--- config.mk ---
export PLATFORM = sky130hd
export DESIGN_NAME = apb_regfile
export DESIGN_NICKNAME = d
export VERILOG_FILES = /design/src/rtl/apb_regfile_pkg.sv /design/src/rtl/apb_regfile_decode.sv /design/src/rtl/apb_regfile.sv
export SDC_FILE = /design/constraint.sdc
export NUM_CORES = 1
export LEC_CHECK = 0
export ABC_CLOCK_PERIOD_IN_PS = 6100
export BUFFER_PORTS_ARGS = -buffer_cell sky130_fd_sc_hd__buf_2
export CORE_AREA = 2 2 244 246
export DETAILED_ROUTE_END_ITERATION = 8
export DIE_AREA = 0 0 246 248
export PLACE_DENSITY_LB_ADDON = 0.15
export SLEW_MARGIN = 40
export SYNTH_ARGS = -nofsm -noshare
export SYNTH_HDL_FRONTEND = slang
export SYNTH_SLANG_ARGS = --single-unit
--- constraint.sdc ---
create_clock -name pclk -period 6.1 [get_ports pclk]
set_input_delay 1.22 -clock pclk [delete_from_list [all_inputs] [get_ports pclk]]
set_output_delay 1.22 -clock pclk [all_outputs]
set_load 0.005 [all_outputs]
--- src/rtl/apb_regfile_pkg.sv ---
// Shared types and limits for the APB register file.
package apb_regfile_pkg;

  typedef enum logic {
    ST_IDLE   = 1'b0,
    ST_ACCESS = 1'b1
  } state_t;

  localparam int MAX_WAIT_STATES = 7;
  localparam int MAX_NUM_REGS    = 64;
  localparam int WAIT_W          = $clog2(MAX_WAIT_STATES + 1);

endpackage

--- src/rtl/apb_regfile_decode.sv ---
// Combinational address decode: word index, window hit and transfer error.
module apb_regfile_decode
  import apb_regfile_pkg::*;
#(
  parameter int                  DATA_WIDTH = 32,
  parameter int                  ADDR_WIDTH = 32,
  parameter int                  NUM_REGS   = 8,
  parameter logic [31:0]         BASE_ADDR  = 32'h0000_1200,
  parameter logic [NUM_REGS-1:0] RO_MASK    = '0,
  parameter int                  IDX_W      = (NUM_REGS > 1) ? $clog2(NUM_REGS) : 1
) (
  input  logic [ADDR_WIDTH-1:0] paddr,
  input  logic                  pwrite,
  output logic [IDX_W-1:0]      idx,
  output logic                  hit,
  output logic                  err
);

  localparam int                  LSB       = $clog2(DATA_WIDTH / 8);
  localparam logic [ADDR_WIDTH-1:0] BASE      = BASE_ADDR[ADDR_WIDTH-1:0];
  localparam logic [ADDR_WIDTH-1:0] LANE_MASK = ADDR_WIDTH'((1 << LSB) - 1);
  localparam logic [ADDR_WIDTH-1:0] REG_LIMIT = ADDR_WIDTH'(NUM_REGS);

  logic [ADDR_WIDTH-1:0] offset;
  logic [ADDR_WIDTH-1:0] word;
  logic                  below_base;
  logic                  out_of_range;
  logic                  misaligned;
  logic                  ro_write;

  assign below_base   = paddr < BASE;
  assign offset       = paddr - BASE;
  assign word         = offset >> LSB;
  assign out_of_range = word >= REG_LIMIT;
  assign misaligned   = (offset & LANE_MASK) != '0;
  assign idx          = word[IDX_W-1:0];
  assign hit          = ~below_base & ~out_of_range & ~misaligned;
  // RO lookup is only meaningful once the index is known to be inside the window
  assign ro_write     = pwrite & hit & RO_MASK[idx];
  assign err          = ~hit | ro_write;

endmodule

--- src/rtl/apb_regfile.sv ---
// APB slave register file with optional wait states, byte strobes and
// read-only registers that reflect hardware inputs.
module apb_regfile
  import apb_regfile_pkg::*;
#(
  parameter int                  DATA_WIDTH  = 32,
  parameter int                  ADDR_WIDTH  = 32,
  parameter int                  NUM_REGS    = 8,
  parameter logic [31:0]         BASE_ADDR   = 32'h0000_1200,
  parameter int                  WAIT_STATES = 0,
  parameter logic [NUM_REGS-1:0] RO_MASK     = '0
) (
  input  logic                           pclk,
  input  logic                           preset,
  input  logic [ADDR_WIDTH-1:0]          paddr,
  input  logic                           psel,
  input  logic                           penable,
  input  logic                           pwrite,
  input  logic [DATA_WIDTH-1:0]          pwdata,
  input  logic [DATA_WIDTH/8-1:0]        pstrb,
  output logic                           pready,
  output logic [DATA_WIDTH-1:0]          prdata,
  output logic                           pslverr,
  input  logic [NUM_REGS*DATA_WIDTH-1:0] hw_rdata,
  output logic [NUM_REGS*DATA_WIDTH-1:0] reg_q,
  output logic [NUM_REGS-1:0]            wr_pulse
);

  localparam int NB    = DATA_WIDTH / 8;
  localparam int IDX_W = (NUM_REGS > 1) ? $clog2(NUM_REGS) : 1;

  logic [IDX_W-1:0]               idx;
  logic                           hit;
  logic                           err;
  state_t                         state_reg, state_next;
  logic [WAIT_W-1:0]              wait_cnt_reg, wait_cnt_next;
  logic [NUM_REGS-1:0]            wr_pulse_reg;
  logic [NUM_REGS*DATA_WIDTH-1:0] rd_all;
  logic                           ready_int;
  logic                           complete;
  logic                           commit;

  apb_regfile_decode #(
    .DATA_WIDTH (DATA_WIDTH),
    .ADDR_WIDTH (ADDR_WIDTH),
    .NUM_REGS   (NUM_REGS),
    .BASE_ADDR  (BASE_ADDR),
    .RO_MASK    (RO_MASK),
    .IDX_W      (IDX_W)
  ) u_decode (
    .paddr  (paddr),
    .pwrite (pwrite),
    .idx    (idx),
    .hit    (hit),
    .err    (err)
  );

  assign ready_int = (state_reg == ST_ACCESS) && (wait_cnt_reg == '0);
  assign complete  = ready_int & psel & penable;
  // preset gating keeps a transfer that completes on the reset edge from committing
  assign commit    = complete & pwrite & ~err & ~preset;

  always_ff @(posedge pclk) begin
    if (preset) begin
      state_reg    <= ST_IDLE;
      wait_cnt_reg <= '0;
    end else begin
      state_reg    <= state_next;
      wait_cnt_reg <= wait_cnt_next;
    end
  end

  always_comb begin
    state_next    = state_reg;
    wait_cnt_next = wait_cnt_reg;
    case (state_reg)
      ST_IDLE: begin
        if (psel && !penable) begin
          state_next    = ST_ACCESS;
          wait_cnt_next = WAIT_W'(WAIT_STATES);
        end
      end
      ST_ACCESS: begin
        if (!psel || complete) begin
          state_next = ST_IDLE;
        end else if (wait_cnt_reg != '0) begin
          wait_cnt_next = wait_cnt_reg - 1'b1;
        end
      end
      default: state_next = ST_IDLE;
    endcase
  end

  for (genvar gi = 0; gi < NUM_REGS; gi++) begin : g_reg
    if (RO_MASK[gi]) begin : g_ro
      assign reg_q[gi*DATA_WIDTH +: DATA_WIDTH]  = '0;
      assign rd_all[gi*DATA_WIDTH +: DATA_WIDTH] = hw_rdata[gi*DATA_WIDTH +: DATA_WIDTH];
    end else begin : g_rw
      logic [DATA_WIDTH-1:0] q_reg;
      logic                  unused_hw;
      assign unused_hw = ^hw_rdata[gi*DATA_WIDTH +: DATA_WIDTH];
      for (genvar gj = 0; gj < NB; gj++) begin : g_lane
        always_ff @(posedge pclk) begin
          if (preset) begin
            q_reg[gj*8 +: 8] <= '0;
          end else if (commit && (idx == IDX_W'(gi)) && pstrb[gj]) begin
            q_reg[gj*8 +: 8] <= pwdata[gj*8 +: 8];
          end
        end
      end
      assign reg_q[gi*DATA_WIDTH +: DATA_WIDTH]  = q_reg;
      assign rd_all[gi*DATA_WIDTH +: DATA_WIDTH] = q_reg;
    end

    always_ff @(posedge pclk) begin
      if (preset) begin
        wr_pulse_reg[gi] <= 1'b0;
      end else begin
        wr_pulse_reg[gi] <= commit && (idx == IDX_W'(gi));
      end
    end
  end

  assign wr_pulse = wr_pulse_reg;
  assign pready   = ready_int & ~preset;
  assign pslverr  = complete & err & ~preset;
  assign prdata   = (complete && !pwrite && hit && !preset) ?
                    rd_all[idx*DATA_WIDTH +: DATA_WIDTH] : '0;

endmodule

==> results by group, run 1 <==
Floorplanning
  – Die area: 61010 um^2
  – DIE HEIGHT: 248 um
  – Initial Util: 22.87%
  – Die W: 246 um
  – Core area: 58460 um^2
  – I/O pin count: 627
  – Core Rows: 89

Setup path
  – Critical Path AT: 4.07 ns
  – R2R setup slack: 3.22 ns
  – Critical Path End Type: primary output
  – Critical path type: primary input to primary output
  – Max FO, Critical Path: 23
  – CP required: 4.88 ns
  – Worst R2R Path Depth: 8
  – Crit start category: primary input

GRT
  – Initial antenna violation count: 8
  – GRT Total Usage: 15.23%
  – Global-route wire length before repair: 69.30 mm
  – Congestion Overflow GR: 0
  – Number of global-route vias before repair: 10379
  – Largest net degree at the start of global routing: 106

STA
  – # setup viols final: 0
  – Worst Skew: 0.01576 ns
  – Slew margin rel.: 48.03%
  – Minimum clock period: 5.294 ns
  – Unrepaired setup endpoints after global routing: false
  – Count of final hold-check violations: 0
  – Fin crit share: 86.79%
  – Max Freq: 188.9 MHz
  – Tightest Pin Transition: 0.7767 ns
  – Max-slew violations: 0
  – TNS Setup: 0 ns

Logic synthesis
  – Main flop type after synthesis: dfxtp_1
  – Syn Std Cell Area: 13370 um^2
  – Netlist cell types: 44
  – Post-synth EDFFs: 0
  – Ys async rst share: 0%
  – Post-synthesis cell count: 1251
  – Post-synthesis sequential area ratio: 40.12%
  – Syn_nets: 1583
  – Syn. warnings: 0
  – Synth area leaders: dfxtp_1 (40%), mux2i_1 (22%), nand2b_1 (14%)
  – Yosys top cell area share: 40.12%
  – Mean area per synthesized cell: 10.69 um^2
  – Area leader, netlist: dfxtp_1
  – Yosys reg bits: 268

CTS
  – Clk slew on worst S/H paths: 0.05 ns
  – Post-cts sizing count: 0
  – CTS buffer count: 35
  – CTS Sinks: 268
  – Clk buf depth: 3
  – CTS tree: done
  – Hold-fix buffers, CTS: 0
  – Clock Latency Late Sink: 0.53 ns
  – Clock Tree Root: clkbuf_16
  – H-tree depth: 2
  – Post-CTS Setup Inserts: 0

Finish
  – Post-Layout Inst Area: 16950 um^2
  – Area growth from synthesis to layout: 26.74%
  – Largest register FFs: 256
  – Most frequent cells in the layout: buf_2 (366), nand2b_1 (291), mux2i_1 (289)
  – Multi-input logic area: 7428 um^2
  – Fill cells: 6117
  – Most common cell after layout, fill and taps aside: buf_2
  – Layout cells sized above 1: 32.91%
  – Register area: 5365 um^2
  – Nets@finish: 1870

Power
  – Pwr Density: 240.2 nW/um^2
  – Pleak: 0.008340 uW
  – Maximum VDD drop: 0.0001749 V

Detailed routing
  – Drt wl/cell: 20.62 um
  – Metal1 wirelength: 22.63 mm
  – DR vias: 10476
  – Via density: 4.483
  – DRC errors left: 0
  – Routed wire length: 48.19 mm
  – WL met2: 20.30 mm
  – DRT Pass-1 Iters: 4
  – DR top layer: met5
  – Antenna Violating Nets Remaining: 0
  – Met3 Wirelength: 4.382 mm
  – Number of DRC violations after detailed-routing iteration 0: 411

Outcome
  – Outcome: finished, final reports clean

Placed design
  – Dpl hpwl: 33.76 mm
  – Placed inst area: 15770 um^2
  – IO Port Bufs: 370
  – Routability cong.: 0.7630

Job
  – Max Cap Viol: 0

Worst hold path
  – Min-Delay Path Class: register to register
  – Worst hold stages: 2
layer usage:
metal  vias up  global-route usage (%)
met1      5108                   20.82
met4         8                   3.636
met3        59                   5.731
met2       336                   22.51
li1       4965                       -
met5         -                       0
where the power goes:
part	total (uW)	internal (uW)	leakage (uW)	switching, uW
registers	1750	1750	0.00216	0.415
logic	216	87.1	0.00561	129
clock network	2100	1300	0.000575	799
synthesized netlist by cell type (7+ instances only):
cell and instances:
or4_1 33, dfxtp_1 268, mux4_2 64, mux2i_1 289, nand2b_1 291, buf_1 45
nand4_1 24, nand2_1 7, nor2_1 48, nand3_1 18, clkbuf_1 54, inv_1 8
buf_2 28
metrics by stage:
stage | worst slack, ns | utilization (%) | total power, uW | std cells | hold WS [ns]
after detailed placement | 0.8173 | 26.97 | 2008 | 2274 | 0.4782
final | 0.8059 | 28.99 | 4071 | 2337 | 0.4850
after CTS | 0.8133 | 28.97 | 4147 | 2335 | 0.4870
after global placement | 0.8389 | 26.94 | 2006 | 2274 | 0.4703
after floorplan | 1.389 | - | 1933 | 1251 | 0.4748
after global routing | 0.6220 | 28.98 | 4233 | 2335 | 0.5096
area by class of cell:
cell class | count | area share, %
inverters | 8 | 0.1772
flip-flops and latches | 268 | 31.66
multi-input cells | 841 | 43.83
well taps | 773 | 5.706
repair buffers | 384 | 11.72
clock inverters | 10 | 0.7530
diodes | 2 | 0.02953
clock buffers | 51 | 6.127
worst max-delay path, stage by stage:
cell and delay (ns):
buf_2 0.10, nor4_1 0.57, nand2_1 0.29, o31a_1 0.31, or4_1 0.45, nor4_4 0.29, nand3b_1 0.12, buf_4 0.29
nor2_1 0.20, buf_2 0.17
path summary, 6_finish.rpt:
path                    from    endpoint
max                paddr[22]  prdata[15]
min               reg_q[163]  reg_q[163]
max reg2reg  wait_cnt_reg[0]   reg_q[76]
min reg2reg       reg_q[163]  reg_q[163]
cells by family after synthesis:
family / Yosys count / synth area share (%)
AO/OA/AOI/OAI: 23 / 1.422
XOR/XNOR: 4 / 0.2619
multiplexers: 353 / 32.41
adder cells (fa/ha/maj): 3 / 0.2807
AND/OR/NAND/NOR: 458 / 21.03
buffers and inverters: 142 / 4.472
flip-flops: 268 / 40.12
Note: power is estimated with default switching activity, not from simulation.
==> run 2, diff against run 1 <==
--- a/config.mk
+++ b/config.mk
@@ -10,7 +10,8 @@
 export CORE_AREA = 2 2 244 246
 export DETAILED_ROUTE_END_ITERATION = 8
 export DIE_AREA = 0 0 246 248
-export PLACE_DENSITY_LB_ADDON = 0.15
+export PLACE_DENSITY = 0.55
+export SKIP_CTS_REPAIR_TIMING = 1
 export SLEW_MARGIN = 40
 export SYNTH_ARGS = -nofsm -noshare
 export SYNTH_HDL_FRONTEND = slang
==> run 2 against run 1 <==
Combinational power about the same. Critical endpoint is now prdata[12]. Highest routed layer unchanged. Clock power down 13%. Global-route usage down 0.82 points. Setup slack worse by 0.023 ns. Fmax fell by 0.44%. Worst hold slack better by 0.0041 ns. Clock-buffer cell count down 8.
==> results by group, run 2 (same netlist as run 1, synthesis figures left out) <==
Outcome
  – Outcome: finished, final reports clean

CTS
  – Clk slew on worst S/H paths: 0.06 ns (about the same)
  – Clk buf depth: 3 (unchanged)
  – CTS tree: done
  – CTS buffer count: 31 (-11%)
  – Clock Latency Late Sink: 0.57 ns (+0.04 ns)
  – Clock Tree Root: clkbuf_16
  – CTS Sinks: 268 (unchanged)
  – H-tree depth: 1 (-1)

Detailed routing
  – Routed wire length: 46.13 mm (-4.3%)
  – Via density: 4.575 (+2.1%)
  – Drt wl/cell: 19.80 um (-4.0%)
  – DRT Pass-1 Iters: 4 (unchanged)
  – Antenna Violating Nets Remaining: 0 (unchanged)
  – DR vias: 10660 (+1.8%)
  – Number of DRC violations after detailed-routing iteration 0: 466 (+13%)
  – DRC errors left: 0 (unchanged)

Floorplanning
  – DIE HEIGHT: 248 um (unchanged)
  – Die area: 61010 um^2 (unchanged)
  – Core Rows: 89 (unchanged)
  – Initial Util: 22.87% (unchanged)
  – Die W: 246 um (unchanged)
  – Core area: 58460 um^2 (unchanged)
  – I/O pin count: 627 (unchanged)

Setup path
  – Crit start category: primary input
  – Slowest stage delay, CP: 0.57 ns (about the same)
  – Critical Path AT: 4.10 ns (+0.03 ns)
  – Worst R2R Path Depth: 9 (+1)
  – Critical path type: primary input to primary output
  – Cell family with most CP delay: simple AND/OR/NAND/NOR gates
  – R2R setup slack: 3.19 ns (-0.03 ns)
  – Crit path depth: 11 (+1)
  – CP required: 4.88 ns (about the same)
  – Crit-path cells: buf_2, or3_1, o21bai_4, o31a_1, or4_1, nor4_4, buf_4, nand3b_1, buf_4, nor2_1, buf_2
  – Max FO, Critical Path: 21 (-8.7%)
  – Slowest cell on the critical path: or4_1
  – Critical Path End Type: primary output
  – CP bufs+invs: 4 (+1)

GRT
  – Number of global-route vias before repair: 10620 (+2.3%)
  – GRT Total Usage: 14.41% (-0.82 points)
  – Largest net degree at the start of global routing: 114 (+7.5%)
  – Initial antenna violation count: 9 (+1)
  – Global-route wire length before repair: 67.50 mm (-2.6%)
  – Congestion Overflow GR: 0 (unchanged)

Finish
  – Register area: 5365 um^2 (unchanged)
  – Most common cell after layout, fill and taps aside: buf_2
  – Largest register FFs: 256 (unchanged)
  – Most frequent cells in the layout: buf_2 (367), nand2b_1 (291), mux2i_1 (289)
  – Layout cells sized above 1: 32.67% (-0.24 points)
  – Multi-input logic area: 7423 um^2 (about the same)
  – Non-Filler Instances: 2330 (-0.30%)
  – Fill cells: 6051 (-1.1%)
  – Nets@finish: 1869 (-0.053%)
  – Area growth from synthesis to layout: 25.52%

STA
  – Fin crit share: 87.17% (+0.38 points)
  – TNS Setup: 0 ns (unchanged)
  – Max Freq: 188.1 MHz (-0.44%)
  – Max-slew violations: 0 (unchanged)
  – Count of final hold-check violations: 0 (unchanged)
  – Worst Skew: 0.01604 ns (+0.0002810 ns)
  – Tightest Pin Transition: 0.8595 ns (+0.08284 ns)
  – Unrepaired setup endpoints after global routing: false
  – Slew margin rel.: 42.49% (-5.5 points)
  – # setup viols final: 0 (unchanged)
  – Minimum clock period: 5.318 ns (+0.02345 ns)

Power
  – Pwr Density: 225.6 nW/um^2 (-6.1%)
  – Pleak: 0.008260 uW (-0.95%)
  – Maximum VDD drop: 0.0001831 V (+4.7%)

Placed design
  – Dpl hpwl: 33.18 mm (-1.7%)
  – IO Port Bufs: 370 (unchanged)
  – Routability cong.: 0.8249 (+8.1%)
  – Dpl cells: 2277 (+0.13%)

Worst hold path
  – Min-Delay Path Class: register to register
  – Worst hold stages: 2 (unchanged)

Job
  – Max Cap Viol: 0 (unchanged)
-- run 2: cell types whose count changed in the layout (fill, tap and decap cells not counted), sizes merged --
cell,previous run,this run
clkinv,6,4
clkbuf,51,43
inv,8,9
buf,384,387
bufinv,3,2
-- run 2: final cells by class --
type                       count  share of cell area, %
antenna                        2                0.02982
clock buffer                  43                  5.247
clock inverter                 8                 0.5963
inverter                       8                 0.1789
multi-input combinational    841                  44.22
sequential                   268                  31.96
tap                          773                  5.762
timing repair buffer         387                  12.00
-- run 2: power by group --
| part | internal [uW] | switching [uW] |
|---|---|---|
| combinational | 87.4 | 128 |
| clock | 1080 | 742 |
| sequential | 1750 | 0.423 |
| total | 2920 | 870 |
-- run 2: stage by stage --
step / power, uW / hold slack (ns) / util (%) / worst slack [ns] / instance area [um^2]
global placement: 2002 / 0.4703 / 26.98 / 0.7254 / 15780
global route: 3917 / 0.5117 / 28.70 / 0.5755 / 16780
floorplan: 1933 / 0.4748 / - / 1.389 / 13370
finish: 3787 / 0.4891 / 28.71 / 0.7825 / 16790
detailed placement: 2006 / 0.4761 / 26.99 / 0.7463 / 15780
CTS: 3842 / 0.4881 / 28.67 / 0.7336 / 16760
-- run 2: tightest hold or removal path, stage by stage (launching register included) --
cell,delay [ns]
dfxtp_1,0.31
nand2b_1,0.07
mux2i_1,0.06
-- run 2: final timing paths --
check / from / end
worst max-delay path: paddr[15] / prdata[12]
worst min-delay path: reg_q[185] / reg_q[185]
worst max register to register: wait_cnt_reg[0] / reg_q[166]
worst min register to register: reg_q[185] / reg_q[185]
-- run 2: routing by layer --
metal	GRT usage (%)	share of wire, %	vias to the layer above
met5	0	0.23	-
met4	3.743	2.5	14
met3	4.542	8.8	75
met2	22.91	45	417
met1	18.83	44	5201
li1	-	-	4953
